File: src/rtl/i2c_pkg.sv
// Shared definitions for the I2C target receiver: bus widths, R/W encoding,
// receiver state encoding and the address-match helper.
package i2c_pkg;

    localparam int I2C_ADDR_W = 7;
    localparam int I2C_BYTE_W = 8;

    // R/W bit as it appears in the LSB of the address byte.
    localparam logic I2C_WRITE = 1'b0;
    localparam logic I2C_READ  = 1'b1;

    typedef enum logic [2:0] {
        IDLE     = 3'd0,
        ADDR     = 3'd1,
        ADDR_ACK = 3'd2,
        DATA     = 3'd3,
        DATA_ACK = 3'd4,
        IGNORE   = 3'd5
    } i2c_state_e;

    // An address byte selects this target only for a write to own_addr.
    function automatic logic addr_match(input logic [I2C_BYTE_W-1:0] addr_byte,
                                        input logic [I2C_ADDR_W-1:0] own_addr);
        return (addr_byte[I2C_BYTE_W-1:1] == own_addr) && (addr_byte[0] == I2C_WRITE);
    endfunction

endpackage

File: src/rtl/i2c_line_sync.sv
// One bus line into the clk domain: 2-flop synchronizer, optional stability
// filter and rise/fall detection on the resulting level.
// Macro I2C_TARGET_GLITCH_FILTER_EN enables the FILTER_LEN-cycle filter;
// without it the synchronizer output feeds edge detection directly.
module i2c_line_sync #(
    parameter int FILTER_LEN = 3
) (
    input  logic clk,
    input  logic reset,
    input  logic line_i,
    output logic level_o,
    output logic rise_o,
    output logic fall_o
);

    if (FILTER_LEN < 1) begin : g_bad_filter_len
        $error("i2c_line_sync: FILTER_LEN must be at least 1");
    end

    logic meta_q;
    logic sync_q;
    logic prev_q;
    logic level;

    // Two-flop synchronizer; idle bus level is high, so reset loads ones.
    always_ff @(posedge clk) begin
        if (reset) begin
            meta_q <= 1'b1;
            sync_q <= 1'b1;
        end else begin
            meta_q <= line_i;
            sync_q <= meta_q;
        end
    end

`ifdef I2C_TARGET_GLITCH_FILTER_EN
    localparam int CNT_W = $clog2(FILTER_LEN) + 1;

    logic             filt_q;
    logic             filt_d;
    logic [CNT_W-1:0] cnt_q;
    logic [CNT_W-1:0] cnt_d;

    // Count consecutive samples that disagree with the filtered level; only a
    // run of FILTER_LEN of them moves the output, shorter pulses are dropped.
    always_comb begin
        filt_d = filt_q;
        cnt_d  = '0;
        if (sync_q != filt_q) begin
            if (cnt_q == CNT_W'(FILTER_LEN - 1)) begin
                filt_d = sync_q;
            end else begin
                cnt_d = cnt_q + 1'b1;
            end
        end
    end

    // Filter state register.
    always_ff @(posedge clk) begin
        if (reset) begin
            filt_q <= 1'b1;
            cnt_q  <= '0;
        end else begin
            filt_q <= filt_d;
            cnt_q  <= cnt_d;
        end
    end

    assign level = filt_q;
`else
    assign level = sync_q;
`endif

    // Previous level for edge detection.
    always_ff @(posedge clk) begin
        if (reset) begin
            prev_q <= 1'b1;
        end else begin
            prev_q <= level;
        end
    end

    assign level_o = level;
    assign rise_o  = level & ~prev_q;
    assign fall_o  = ~level & prev_q;

endmodule

File: src/rtl/i2c_target_rx.sv
// Write-only I2C target receiver: detects START/STOP, matches a 7-bit
// address, ACKs writes and strobes each received data byte to the fabric.
// Macro I2C_TARGET_GLITCH_FILTER_EN adds a FILTER_LEN-cycle glitch filter on
// both bus lines (inside i2c_line_sync).
module i2c_target_rx
    import i2c_pkg::*;
#(
    parameter int FILTER_LEN = 3
) (
    input  logic                  clk,
    input  logic                  reset,
    input  logic [I2C_ADDR_W-1:0] own_address,
    input  logic                  scl,
    input  logic                  sda_in,
    output logic                  sda_oe,
    output logic [I2C_BYTE_W-1:0] rx_data,
    output logic                  rx_valid,
    output logic                  rx_first,
    output logic                  stop_seen,
    output logic                  busy,
    output logic [2:0]            dbg_state
);

    logic s_scl, scl_rise, scl_fall;
    logic s_sda, sda_rise, sda_fall;
    logic start_det, stop_det;

    i2c_line_sync #(.FILTER_LEN(FILTER_LEN)) u_scl_sync (
        .clk    (clk),
        .reset  (reset),
        .line_i (scl),
        .level_o(s_scl),
        .rise_o (scl_rise),
        .fall_o (scl_fall)
    );

    i2c_line_sync #(.FILTER_LEN(FILTER_LEN)) u_sda_sync (
        .clk    (clk),
        .reset  (reset),
        .line_i (sda_in),
        .level_o(s_sda),
        .rise_o (sda_rise),
        .fall_o (sda_fall)
    );

    // An SDA edge only counts as START/STOP while SCL is high and did not
    // itself just change; a simultaneous change is treated as an SCL edge.
    assign start_det = sda_fall & s_scl & ~scl_rise;
    assign stop_det  = sda_rise & s_scl & ~scl_rise;

    i2c_state_e            state_q, state_d;
    logic [2:0]            bit_cnt_q, bit_cnt_d;
    logic [I2C_BYTE_W-1:0] shift_q, shift_d;
    logic                  byte_full_q, byte_full_d;
    logic                  sda_oe_q, sda_oe_d;
    logic [I2C_BYTE_W-1:0] rx_data_q, rx_data_d;
    logic                  rx_valid_q, rx_valid_d;
    logic                  rx_first_q, rx_first_d;
    logic                  armed_q, armed_d;
    logic                  stop_seen_q, stop_seen_d;
    logic                  busy_q, busy_d;

    // Next-state and output logic. byte_full marks that 8 bits have been
    // sampled and the next SCL fall starts the ACK slot.
    always_comb begin
        state_d     = state_q;
        bit_cnt_d   = bit_cnt_q;
        shift_d     = shift_q;
        byte_full_d = byte_full_q;
        sda_oe_d    = sda_oe_q;
        rx_data_d   = rx_data_q;
        rx_valid_d  = 1'b0;
        rx_first_d  = 1'b0;
        armed_d     = armed_q;
        stop_seen_d = 1'b0;
        busy_d      = busy_q;

        if (stop_det) begin
            state_d     = IDLE;
            bit_cnt_d   = '0;
            byte_full_d = 1'b0;
            sda_oe_d    = 1'b0;
            armed_d     = 1'b0;
            stop_seen_d = 1'b1;
            busy_d      = 1'b0;
        end else if (start_det) begin
            state_d     = ADDR;
            bit_cnt_d   = '0;
            byte_full_d = 1'b0;
            sda_oe_d    = 1'b0;
            armed_d     = 1'b0;
            busy_d      = 1'b1;
        end else begin
            case (state_q)
                IDLE: begin
                end
                ADDR: begin
                    if (scl_rise) begin
                        shift_d   = {shift_q[I2C_BYTE_W-2:0], s_sda};
                        bit_cnt_d = bit_cnt_q + 3'd1;
                        if (bit_cnt_q == 3'd7) begin
                            byte_full_d = 1'b1;
                        end
                    end else if (scl_fall && byte_full_q) begin
                        byte_full_d = 1'b0;
                        if (addr_match(shift_q, own_address)) begin
                            state_d  = ADDR_ACK;
                            sda_oe_d = 1'b1;
                        end else begin
                            state_d = IGNORE;
                        end
                    end
                end
                ADDR_ACK: begin
                    if (scl_fall) begin
                        state_d  = DATA;
                        sda_oe_d = 1'b0;
                        armed_d  = 1'b1;
                    end
                end
                DATA: begin
                    if (scl_rise) begin
                        shift_d   = {shift_q[I2C_BYTE_W-2:0], s_sda};
                        bit_cnt_d = bit_cnt_q + 3'd1;
                        if (bit_cnt_q == 3'd7) begin
                            byte_full_d = 1'b1;
                            rx_data_d   = {shift_q[I2C_BYTE_W-2:0], s_sda};
                            rx_valid_d  = 1'b1;
                            rx_first_d  = armed_q;
                            armed_d     = 1'b0;
                        end
                    end else if (scl_fall && byte_full_q) begin
                        byte_full_d = 1'b0;
                        state_d     = DATA_ACK;
                        sda_oe_d    = 1'b1;
                    end
                end
                DATA_ACK: begin
                    if (scl_fall) begin
                        state_d  = DATA;
                        sda_oe_d = 1'b0;
                    end
                end
                IGNORE: begin
                end
                default: begin
                    state_d  = IDLE;
                    sda_oe_d = 1'b0;
                end
            endcase
        end
    end

    // State and output registers.
    always_ff @(posedge clk) begin
        if (reset) begin
            state_q     <= IDLE;
            bit_cnt_q   <= '0;
            shift_q     <= '0;
            byte_full_q <= 1'b0;
            sda_oe_q    <= 1'b0;
            rx_data_q   <= '0;
            rx_valid_q  <= 1'b0;
            rx_first_q  <= 1'b0;
            armed_q     <= 1'b0;
            stop_seen_q <= 1'b0;
            busy_q      <= 1'b0;
        end else begin
            state_q     <= state_d;
            bit_cnt_q   <= bit_cnt_d;
            shift_q     <= shift_d;
            byte_full_q <= byte_full_d;
            sda_oe_q    <= sda_oe_d;
            rx_data_q   <= rx_data_d;
            rx_valid_q  <= rx_valid_d;
            rx_first_q  <= rx_first_d;
            armed_q     <= armed_d;
            stop_seen_q <= stop_seen_d;
            busy_q      <= busy_d;
        end
    end

    assign sda_oe    = sda_oe_q;
    assign rx_data   = rx_data_q;
    assign rx_valid  = rx_valid_q;
    assign rx_first  = rx_first_q;
    assign stop_seen = stop_seen_q;
    assign busy      = busy_q;
    assign dbg_state = state_q;

endmodule

File: config.mk
export PLATFORM = sky130hd
export DESIGN_NAME = i2c_target_rx
export DESIGN_NICKNAME = d
export VERILOG_FILES = /design/src/rtl/i2c_pkg.sv /design/src/rtl/i2c_line_sync.sv /design/src/rtl/i2c_target_rx.sv
export SDC_FILE = /design/constraint.sdc
export NUM_CORES = 1
export LEC_CHECK = 0
export CAP_MARGIN = 30
export CORE_ASPECT_RATIO = 0.8
export CORE_UTILIZATION = 46
export CTS_BUF_LIST = sky130_fd_sc_hd__clkbuf_16
export DETAILED_ROUTE_END_ITERATION = 10
export PLACE_DENSITY = 0.79
export SYNTH_ARGS = -nofsm -noshare
export SYNTH_HDL_FRONTEND = slang
export SYNTH_SLANG_ARGS = --single-unit
File: constraint.sdc
create_clock -name clk -period 1.4 [get_ports clk]
set_clock_uncertainty 0.15 [all_clocks]
set_input_delay 0.21 -clock clk [delete_from_list [all_inputs] [get_ports clk]]
set_output_delay 0.21 -clock clk [all_outputs]
set_load 0.005 [all_outputs]
==> reports/qor.log <==
[route] DRT iter0 DRCs 88
[synthesis] most numerous cell in the Yosys netlist sky130_fd_sc_hd__nand2_1
[synthesis] Async S/R FF share, synth 0%
[floorplanning] core area 3130 um^2
[floorplanning] area of the die 3570 um^2
[critical_path] highest net fanout along the worst path 4
[synthesis] Netlist Area Pre-Place 1530 um^2
[cells_and_area] area growth from synthesis to layout 56.4%
[critical_path] Slowest Stage Delay on Critical Path 0.40 ns
[hold_path] HP Class register to register
[cells_and_area] FF+latch area 722 um^2
[synthesis] Post-Synthesis Mean Instance Area 8.57 um^2
[cells_and_area] post-layout utilization of the core 76.6%
[timing] transition time of the tightest slew-check pin 0.367 ns
[cells_and_area] Filler Cells Inserted 218
[run] max-cap check violation count 0
[floorplanning] vertical die dimension 53.7 um
[synthesis] total number of yosys warnings 0
[global_route] pin count of the biggest net entering global routing 19
[timing] max-slew violations 0
[floorplanning] horizontal extent of the die 66.6 um
[timing] slack of the critical path -0.174 ns
[synthesis] Post-synth EDFFs 0
[timing] number of hold violations in the final report 0
[power] total power divided by cell area 918 nW/um^2
[cells_and_area] number of nets in the layout 248
[synthesis] number of library cell types mapped by synthesis 36
[critical_path] kind of cell adding the most delay to the critical path simple AND/OR/NAND/NOR gates
[synthesis] sequential cell area fraction in the yosys report 45.7%
[outcome] violated checks setup timing
[cells_and_area] share of post-route cells with drive strength above 1 42.8%
[critical_path] Crit Path Class register to register
[synthesis] post-synthesis instance total 179
[critical_path] startpoint kind of the worst setup timing path register
[global_route] gr ovfl total 0
[clock_network] CTS H-tree lvls 2
[critical_path] data arrival time of the critical path 1.58 ns
[hold_path] WHS Path Cells 1
[global_route] antenna violations before repair 0
[power] worst IR drop on VDD 0.667 mV
[synthesis] top cells by area, synth sky130_fd_sc_hd__dfxtp_1 (46%), sky130_fd_sc_hd__nand2_1 (9.8%), sky130_fd_sc_hd__a21oi_1 (7.5%)
[timing] Finish-stage setup viols 14
[placed_design] global placement routability congestion 0.835
[timing] headroom to the max-slew limit 75.3%
[power] Static Leakage 1.03 nW
[critical_path] Critical Path Sink Type register
[clock_network] clk sink count 35
[critical_path] WP data required 1.41 ns
[synthesis] proportion of netlist area held by the largest area contributor 45.7%
[synthesis] top post-synthesis cells by count sky130_fd_sc_hd__nand2_1 (40), sky130_fd_sc_hd__dfxtp_1 (35), sky130_fd_sc_hd__a21oi_1 (23)
[cells_and_area] area occupied by multi-input gates 948 um^2
[critical_path] total number of cells along the worst setup path 4
[placed_design] half-perimeter wire length after placement 2.70 mm
[clock_network] CTS tree done
[timing] minimum clock period after layout 1.57 ns
[global_route] overall global routing resource usage 25.4%
[timing] setup repair after global routing missed its margin yes
[route] drc violations 0
[clock_network] number of hold buffers added after cts 0
[cells_and_area] antenna diode count 0
[clock_network] clock transition at the registers of the reported paths 0.05 ns
[outcome] result of the run finished, violations left
[clock_network] number of buffers added by the clock tree synthesis step 5
[floorplanning] effective utilization at floorplan 49.0%
[placed_design] count of input and output buffers 26
[timing] share of the clock period used by the worst path after layout 112%
[global_route] first-pass GRT wire length 6.44 mm
[route] routed wire length 4.54 mm
[floorplanning] Placement Rows 18
[critical_path] Slowest cell on crit path sky130_fd_sc_hd__nor4_4
[clock_network] library cell used as clock root buffer sky130_fd_sc_hd__clkbuf_16
[critical_path] Reg2Reg Depth 4
[synthesis] nets in the synthesized netlist 192
[synthesis] #FFs+latches synth 35
[route] drt first pass iters 4
[route] post-detailed-route via-to-cell ratio 5.49
[floorplanning] total I/O pin count 27
[critical_path] Buf/Inv on CP 0
[timing] f_max 635 MHz
[critical_path] cell-by-cell trace of the critical path xor2_2 -> nor4_4 -> a21oi_2 -> o311a_1
[route] total number of vias 1,515
[route] routed wire length per instance 16.5 um
[synthesis] ys flop type sky130_fd_sc_hd__dfxtp_1
[clock_network] later-pin clock latency in the skew report 0.28 ns
[global_route] vias in the first global route 1,350
[route] post-route antenna net violation count 0
[timing] Hold WS 0.261 ns
[clock_network] buffer depth of the longest clock path 2
[synthesis] Synth area leader sky130_fd_sc_hd__dfxtp_1
==> registers in the layout, summed over array words and instances (netlist names), 3 cells and up <==
register   cells
shift_q        8
rx_data        8
dbg_state      3
bit_cnt_q      3
==> power breakdown <==
group          switching, mW  total, mW  internal, mW
Combinational         0.0767      0.154        0.0772
Clock                  0.397       1.04         0.642
Sequential           0.00833       1.01          1.00
Total                  0.482       2.20          1.72
==> worst reg2reg max path: stages (launching register included) <==
cell and delay (ns):
sky130_fd_sc_hd__dfxtp_2 0.33, sky130_fd_sc_hd__xor2_2 0.19, sky130_fd_sc_hd__nor4_4 0.40, sky130_fd_sc_hd__a21oi_2 0.10, sky130_fd_sc_hd__o311a_1 0.29
==> cells by family (layout without fill, tap and decap cells) <==
kind of cell	count (synthesis)	after routing	synth area share (%)
AOI/OAI and AO/OA	41	41	16.4
xor gates and xnor gates	10	10	5.71
adders and majority gates	2	2	1.63
buffers and inverters	15	71	4.24
DFF	35	35	45.7
and+or+nand+nor	76	77	26.3
==> path summary, 6_finish.rpt <==
kind,startpoint,end,slack (ns)
worst max-delay path,shift_q[1],dbg_state[0],-0.17
worst min-delay path,u_sda_sync.meta_q,u_sda_sync.level_o,0.26
worst max register to register,shift_q[1],dbg_state[0],-0.17
worst min register to register,u_sda_sync.meta_q,u_sda_sync.level_o,0.26
==> layer usage <==
layer,GRT usage (%),wire (um)
met5,0,0
met4,8.87,87
met3,5.08,261
met2,43.4,2220
met1,32.0,1970
==> through the flow <==
step / power, mW / std cells / cell area (um^2) / setup WS (ns) / TNS [ns]
floorplan: 1.10 / 179 / 1560 / -0.0269 / -0.0269
global placement: 1.17 / 265 / 2060 / -0.479 / -2.57
detailed placement: 1.18 / 265 / 2060 / -0.486 / -3.16
CTS: 2.19 / 274 / 2230 / -0.153 / -0.381
global route: 2.27 / 276 / 2400 / -0.220 / -1.69
finish: 2.20 / 276 / 2400 / -0.174 / -1.25
==> cell type report <==
type                            instances  share of cell area [%]
Tap cell                               40                    2.09
Inverter                                4                   0.626
Clock inverter                          3                   0.522
Multi-Input combinational cell        130                    39.5
Sequential cell                        35                    30.1
Clock buffer                            5                    5.22
Timing Repair Buffer                   59                    21.9
==> cell usage in the layout, fill, tap and decap left out, drive strengths merged, types with 2 or more instances in the layout <==
| cell type | Yosys | final |
|---|---|---|
| xor2 | 8 | 8 |
| nor4 | 3 | 3 |
| a211oi | 2 | 2 |
| nand3b | 4 | 4 |
| a21oi | 24 | 24 |
| clkbuf | 3 | 5 |
| or2 | 6 | 6 |
| xnor2 | 2 | 2 |
| nand3 | 5 | 5 |
| nor3b | 4 | 4 |
| o21ai | 3 | 3 |
| a31o | 2 | 2 |
| dfxtp | 35 | 35 |
| o21a | 2 | 2 |
| nand2 | 40 | 41 |
| buf | 8 | 33 |
| dlygate4sd2 | 0 | 19 |
| inv | 4 | 6 |
| and3 | 2 | 2 |
| ha | 2 | 2 |
| clkdlybuf4s50 | 0 | 6 |
| nor2 | 8 | 8 |
==> repair_timing <==
action	CTS	global route
setup endpoints to repair	39	23
setup buffers	0	1
pin swaps	8	23
resized for setup	35	45
cloned	1	1
No activity file was read; power rests on OpenSTA's default activity.
